### src/rtl/efi_pkg.sv
// Shared definitions for the ignition output stage.
//   MODE_*        : routing mode encodings on the mode input
//   guard_state_e : per-coil guard FSM state encoding
package efi_pkg;

    localparam logic [1:0] MODE_INDIV  = 2'd0;
    localparam logic [1:0] MODE_WASTED = 2'd1;
    localparam logic [1:0] MODE_DIST   = 2'd2;
    localparam logic [1:0] MODE_OFF    = 2'd3;

    typedef enum logic [1:0] {
        IDLE    = 2'd0,
        CHARGE  = 2'd1,
        LOCKOUT = 2'd2
    } guard_state_e;

endpackage

### src/rtl/ign_coil_guard.sv
// Per-coil guard: dwell limit, minimum off-time and sticky over-dwell flag.
// Ports:
//   clk, reset_n   : clock, synchronous active-low reset
//   req            : registered physical request for this coil
//   force_lock     : drop the coil and relock (routing mode changed)
//   max_dwell      : over-dwell limit in cycles, 0 disables the limit
//   min_off        : minimum LOCKOUT length in cycles
//   clear_fault    : clears the sticky fault (a same-cycle set wins)
//   ign            : registered coil drive
//   fault          : sticky over-dwell flag
//   fault_nxt      : next-state value of fault, for the registered OR at top
//
// state   | meaning
// IDLE    | coil off, ready to charge on request
// CHARGE  | coil charging, dwell counter running
// LOCKOUT | coil off, waiting for min_off and a released request
module ign_coil_guard
    import efi_pkg::*;
#(
    parameter int DWELL_W = 20,
    parameter int OFF_W   = 16
) (
    input  logic               clk,
    input  logic               reset_n,
    input  logic               req,
    input  logic               force_lock,
    input  logic [DWELL_W-1:0] max_dwell,
    input  logic [OFF_W-1:0]   min_off,
    input  logic               clear_fault,
    output logic               ign,
    output logic               fault,
    output logic               fault_nxt
);

    localparam int CNT_W = (DWELL_W > OFF_W) ? DWELL_W : OFF_W;
    localparam logic [CNT_W-1:0] CNT_ONE     = CNT_W'(1);
    localparam logic [CNT_W-1:0] CNT_MAX     = '1;
    localparam logic [CNT_W-1:0] CNT_OFF_MAX = CNT_W'({OFF_W{1'b1}});

    guard_state_e     state, state_nxt;
    logic [CNT_W-1:0] cnt, cnt_nxt;
    logic             release_seen, release_nxt;
    logic [CNT_W-1:0] dwell_lim;
    logic [CNT_W-1:0] off_lim;

    assign dwell_lim = CNT_W'(max_dwell) - CNT_ONE;
    // min_off of 0 or 1 both mean a single LOCKOUT cycle.
    assign off_lim   = (min_off == '0) ? '0 : (CNT_W'(min_off) - CNT_ONE);

    always_comb begin
        state_nxt   = state;
        cnt_nxt     = cnt;
        release_nxt = release_seen | ~req;
        fault_nxt   = fault & ~clear_fault;

        if (force_lock) begin
            state_nxt   = LOCKOUT;
            cnt_nxt     = '0;
            release_nxt = 1'b0;
        end else begin
            case (state)
                IDLE: begin
                    if (req) begin
                        state_nxt = CHARGE;
                        cnt_nxt   = '0;
                    end
                end
                CHARGE: begin
                    cnt_nxt = (cnt == CNT_MAX) ? cnt : cnt + CNT_ONE;
                    if (!req) begin
                        state_nxt   = LOCKOUT;
                        cnt_nxt     = '0;
                        release_nxt = 1'b1;
                    end else if ((max_dwell != '0) && (cnt == dwell_lim)) begin
                        state_nxt   = LOCKOUT;
                        cnt_nxt     = '0;
                        release_nxt = 1'b0;
                        fault_nxt   = 1'b1;
                    end
                end
                LOCKOUT: begin
                    cnt_nxt = (cnt >= CNT_OFF_MAX) ? CNT_OFF_MAX : cnt + CNT_ONE;
                    // A stuck request must be seen low before the coil re-arms.
                    if ((cnt >= off_lim) && (release_seen || !req)) begin
                        state_nxt = IDLE;
                        cnt_nxt   = '0;
                    end
                end
                default: begin
                    state_nxt   = LOCKOUT;
                    cnt_nxt     = '0;
                    release_nxt = 1'b0;
                end
            endcase
        end
    end

    always_ff @(posedge clk) begin
        if (!reset_n) begin
            state        <= LOCKOUT;
            cnt          <= '0;
            release_seen <= 1'b0;
            fault        <= 1'b0;
            ign          <= 1'b0;
        end else begin
            state        <= state_nxt;
            cnt          <= cnt_nxt;
            release_seen <= release_nxt;
            fault        <= fault_nxt;
            ign          <= (state_nxt == CHARGE);
        end
    end

endmodule

### src/rtl/ign_output_stage.sv
// N-channel ignition output stage: maps per-cylinder dwell requests onto the
// physical coil outputs (individual / wasted-spark / distributor) and guards
// each coil against over-dwell and short off-times.
// Ports:
//   clk, reset_n    : clock, synchronous active-low reset
//   synced          : decoder synced, low masks all requests
//   mode            : routing mode (efi_pkg MODE_*)
//   en              : per-logical-channel enable
//   coil_req        : per-channel dwell request, high = charge
//   max_dwell       : over-dwell limit in cycles, 0 disables
//   min_off         : minimum off-time after a coil turn-off, in cycles
//   clear_faults    : pulse clearing the sticky faults
//   ign_out         : coil drives, high = charging
//   fault_overdwell : sticky over-dwell flag per output
//   any_fault       : OR of fault_overdwell
module ign_output_stage
    import efi_pkg::*;
#(
    parameter int N_CH    = 4,
    parameter int DWELL_W = 20,
    parameter int OFF_W   = 16
) (
    input  logic               clk,
    input  logic               reset_n,
    input  logic               synced,
    input  logic [1:0]         mode,
    input  logic [N_CH-1:0]    en,
    input  logic [N_CH-1:0]    coil_req,
    input  logic [DWELL_W-1:0] max_dwell,
    input  logic [OFF_W-1:0]   min_off,
    input  logic               clear_faults,
    output logic [N_CH-1:0]    ign_out,
    output logic [N_CH-1:0]    fault_overdwell,
    output logic               any_fault
);

    localparam int HALF = N_CH / 2;

    logic [N_CH-1:0] q;
    logic [N_CH-1:0] r_map;
    logic [N_CH-1:0] r_reg;
    logic [1:0]      mode_q;
    logic            mode_chg;
    logic [N_CH-1:0] fault_nxt;

    assign q        = coil_req & en & {N_CH{synced}};
    assign mode_chg = (mode != mode_q);

    always_comb begin
        r_map = '0;
        case (mode)
            MODE_INDIV:  r_map = q;
            MODE_WASTED: begin
                for (int k = 0; k < HALF; k++) begin
                    r_map[k] = q[k] | q[k + HALF];
                end
            end
            MODE_DIST:   r_map[0] = |q;
            default:     r_map = '0;
        endcase
    end

    // The request pipeline keeps loading through reset so the guards see the
    // true request level on the first cycle after release; a request held
    // across reset therefore still needs a release before it can fire.
    always_ff @(posedge clk) begin
        r_reg  <= r_map;
        mode_q <= mode;
    end

    always_ff @(posedge clk) begin
        if (!reset_n) begin
            any_fault <= 1'b0;
        end else begin
            any_fault <= |fault_nxt;
        end
    end

    for (genvar k = 0; k < N_CH; k++) begin : g_guard
        ign_coil_guard #(
            .DWELL_W (DWELL_W),
            .OFF_W   (OFF_W)
        ) u_guard (
            .clk         (clk),
            .reset_n     (reset_n),
            .req         (r_reg[k]),
            .force_lock  (mode_chg),
            .max_dwell   (max_dwell),
            .min_off     (min_off),
            .clear_fault (clear_faults),
            .ign         (ign_out[k]),
            .fault       (fault_overdwell[k]),
            .fault_nxt   (fault_nxt[k])
        );
    end

endmodule

### config.mk
export PLATFORM = sky130hd
export DESIGN_NAME = ign_output_stage
export DESIGN_NICKNAME = d
export VERILOG_FILES = /design/src/rtl/efi_pkg.sv /design/src/rtl/ign_coil_guard.sv /design/src/rtl/ign_output_stage.sv
export SDC_FILE = /design/constraint.sdc
export NUM_CORES = 1
export LEC_CHECK = 0
export ABC_AREA = 1
export ABC_CLOCK_PERIOD_IN_PS = 11900
export BUFFER_PORTS_ARGS = -buffer_cell sky130_fd_sc_hd__buf_2
export CAP_MARGIN = 25
export CELL_PAD_IN_SITES_DETAIL_PLACEMENT = 1
export CELL_PAD_IN_SITES_GLOBAL_PLACEMENT = 2
export CORE_MARGIN = 2
export CORE_UTILIZATION = 36
export DETAILED_ROUTE_END_ITERATION = 10
export MAX_ROUTING_LAYER = met4
export PLACE_DENSITY = 0.88
export SYNTH_ARGS = -nofsm -noshare
export SYNTH_HDL_FRONTEND = slang
export SYNTH_SLANG_ARGS = --single-unit
### constraint.sdc
create_clock -name clk -period 11.9 [get_ports clk]
set_clock_uncertainty 0.15 [all_clocks]
set_input_delay 1.785 -clock clk [delete_from_list [all_inputs] [get_ports clk]]
set_output_delay 1.785 -clock clk [all_outputs]
set_load 0.03 [all_outputs]
==> flow_summary.toml <==
[finish]
finalInstanceArea_um2 = 12100
finalNonFillerCells = 2373
fill_cells = 4284
largestRegisters = "g_guard.u_guard.cnt (80), g_guard.u_guard.state (8)"
insertedDiodeCount = 0
syn_to_final_growth_pct = 7.939
drive_above_1_share_pct = 6.576
fin_nets = 2125
largest-register = "g_guard.u_guard.cnt"
largest_register_ff_count = 80

[clock_network]
cts_buffers = 9
cts.htree.levels = 3
cts-root-buf = "clkbuf_16"
cts_tree = "yes"
cts_num_sinks = 107
clk-insertion-delay-late_ns = 0.39
clock_path_buffers = 2
cts_resized = 0
clk_pin_slew_ns = 0.08
cts_hold_buf = 0
cts_setup_buffers = 0

[timing]
final-hold-violation-count = 0
fmax_ghz = 0.1622
tns_ns = 0
min_period_ns = 6.167
drv_slew = 0
relSlewSlack_pct = 30.39
worstMarginPinSlew_ns = 1.040
setup_slack_ns = 5.733
finalSetupViolations = 0
fin_crit_sh_pct = 51.82
rsz0062_at_grt = "false"
whs_ns = 0.3415

[routing]
vias = 12500
wire_per_inst_um = 19.46
drc = 0
routed_wl_um = 46190
drt_iter0_drc = 907
ant_nets = 0
viasPerCell = 5.266
first_pass_iters = 6

[grt]
grt_pass1_vias = 12350
grt_pass1_wl_um = 71180
grt_usage_pct = 29.03
grt_max_degree = 44
antenna_found_initial = 0
grt_overflow = 0

[synth]
ys_ff_latch = 107
yosysTopAreaCellShare_pct = 19.12
synthTopCellsByCount = "546 x nand2_1, 385 x nor2_1, 202 x inv_1"
synth_cells = 1934
synth_top_cell_by_area = "dfxtp_1"
async_flop_share_pct = 0
avgSynthCellArea_um2 = 5.794
synth.distinct_cells = 41
synth_area_leaders = "dfxtp_1 19%, nand2_1 18%, nor2_1 13%"
synth_warnings = 0
yosys.cell_count.top_type = "nand2_1"
synthFlopType = "dfxtp_1"
synth_seq_area_share_pct = 19.12
synth_edf_count = 0
synth_area_um2 = 11210

[power_and_ir_drop]
ir_worst_vdd_uv = 73.90
p_per_area_nw_per_um2 = 68.14
p_leak_nw = 5.787

[floorplanning]
die_width_um = 180.4
coreArea_um2 = 30590
start_util_pct = 36.63
die_area_um2 = 32560
rows = 64
num_io_pins = 59
die_y_um = 180.4

[setup_path]
end_kind = "flop"
required_ns = 12.08
crit_fanout = 15
max_stage_delay_ns = 0.81
crit_path_start_kind = "input port"
crit_path_cell_trace = "buf_2 -> inv_1 -> ha_1 -> nand2_1 -> nor3_1 -> nand2_1 -> nor2_1 -> nand4_1 -> nor2_1 -> mux2i_1 -> ha_1 -> nand2_1 -> o21ai_0 -> a21oi_1 -> nand2_1 -> o21ai_0 -> nand3b_1 -> nand2_1 -> nand2_1 -> nor2_1 -> nor2_1 -> nor2_1"
crit_slowest_cell = "mux2i_1"
criticalPathCategory = "in -> reg"
worst_path_most_repeated_cell = "nand2_1"
critPathArrivalTime_ns = 6.34
ff2ff_path_depth = 14

[placed_design]
gp_congestion = 1.025
place_ws_ns = 5.453
port_buffers = 58
place_area_um2 = 11810
dp.cells = 2357
place_hpwl_um = 35820

[hold_path]
holdPathStages = 2
min_path_type = "reg -> reg"

[job]
drv_cap = 0

[status]
status = "complete, no violations"
## final timing paths
path                                          start                                endpoint  slack (ns)
max                                      min_off[0]  g_guard[3].u_guard.cnt[9]$_SDFFE_PP0P_        5.73
min reg2reg     g_guard[1].u_guard.fault$_SDFF_PN0_     g_guard[1].u_guard.fault$_SDFF_PN0_        0.34
max reg2reg  g_guard[0].u_guard.cnt[1]$_SDFFE_PP0P_  g_guard[0].u_guard.cnt[8]$_SDFFE_PP0P_        8.45
min             g_guard[1].u_guard.fault$_SDFF_PN0_     g_guard[1].u_guard.fault$_SDFF_PN0_        0.34
## critical path: cells and delay by family
kind,cells,cell delay [ns]
and+or+nand+nor,14,2.29
buffers and inverters,2,0.22
AOI/OAI and AO/OA,3,0.65
adders and majority gates,2,0.59
muxes,1,0.81
## cell type report
| type | instances | area (µm²) | share of cell area (%) |
|---|---|---|---|
| Tap cell | 396 | 495.5 | 4.096 |
| Sequential cell | 107 | 2142 | 17.71 |
| Clock inverter | 4 | 31.28 | 0.2586 |
| Timing Repair Buffer | 60 | 305.3 | 2.524 |
| Inverter | 207 | 777.0 | 6.424 |
| Clock buffer | 12 | 256.5 | 2.121 |
| Multi-Input combinational cell | 1587 | 8088 | 66.87 |
## cell families (layout without fill, tap and decap cells)
logic type,after synthesis,in the layout,synth area share [%]
flops,107,107,19.12
buf+inv,255,283,9.212
other cells,1,16,0.03346
fa+ha+maj,103,103,11.50
mux,1,1,0.08933
xor+xnor,70,70,5.471
compound gates,198,198,9.401
simple gates,1199,1199,45.18
## layout by cell type (no fill, tap or decap), types with 3 or more instances in the layout
cell and count:
nor3_1 35, dfxtp_1 107, nand2_2 15, o21ai_1 3, a21oi_1 136, nor4_1 6, nand2_1 546, inv_1 201
ha_1 103, a211oi_1 3, nor2_2 6, nand2_4 3, nand3b_1 7, nor2_4 6, inv_6 3, nand4_1 19
nand3_1 153, xnor2_1 11, nor2_1 385, nand3_2 5, buf_2 58, o21ai_0 38, xor2_1 59, conb_1 16
or2_2 8, inv_2 6, clkbuf_16 9, o21bai_1 6
## layer usage
layer	global-route usage [%]	wire, µm	vias to the layer above	share of wire, %
met4	11.74	1984	0	4.3
met3	3.981	1717	76	3.7
met2	45.56	20600	260	45
met5	-	0	-	0
li1	-	-	6216	-
met1	37.62	21880	5945	47
## metrics by stage
step	util [%]	power, W
floorplan	-	0.0004467
global placement	38.60	0.0005037
detailed placement	38.60	0.0005079
CTS	39.54	0.0008325
global route	39.54	0.0008604
finish	39.54	0.0008242
## report_power, final
group	internal (W)	switching, W	leakage [nW]
clock network	0.000156	0.000167	0.144
registers	0.000361	0.00000378	0.864
logic	0.0000382	0.0000986	4.78
total	0.000555	0.000269	5.79
Note: power is estimated with default switching activity, not from simulation.
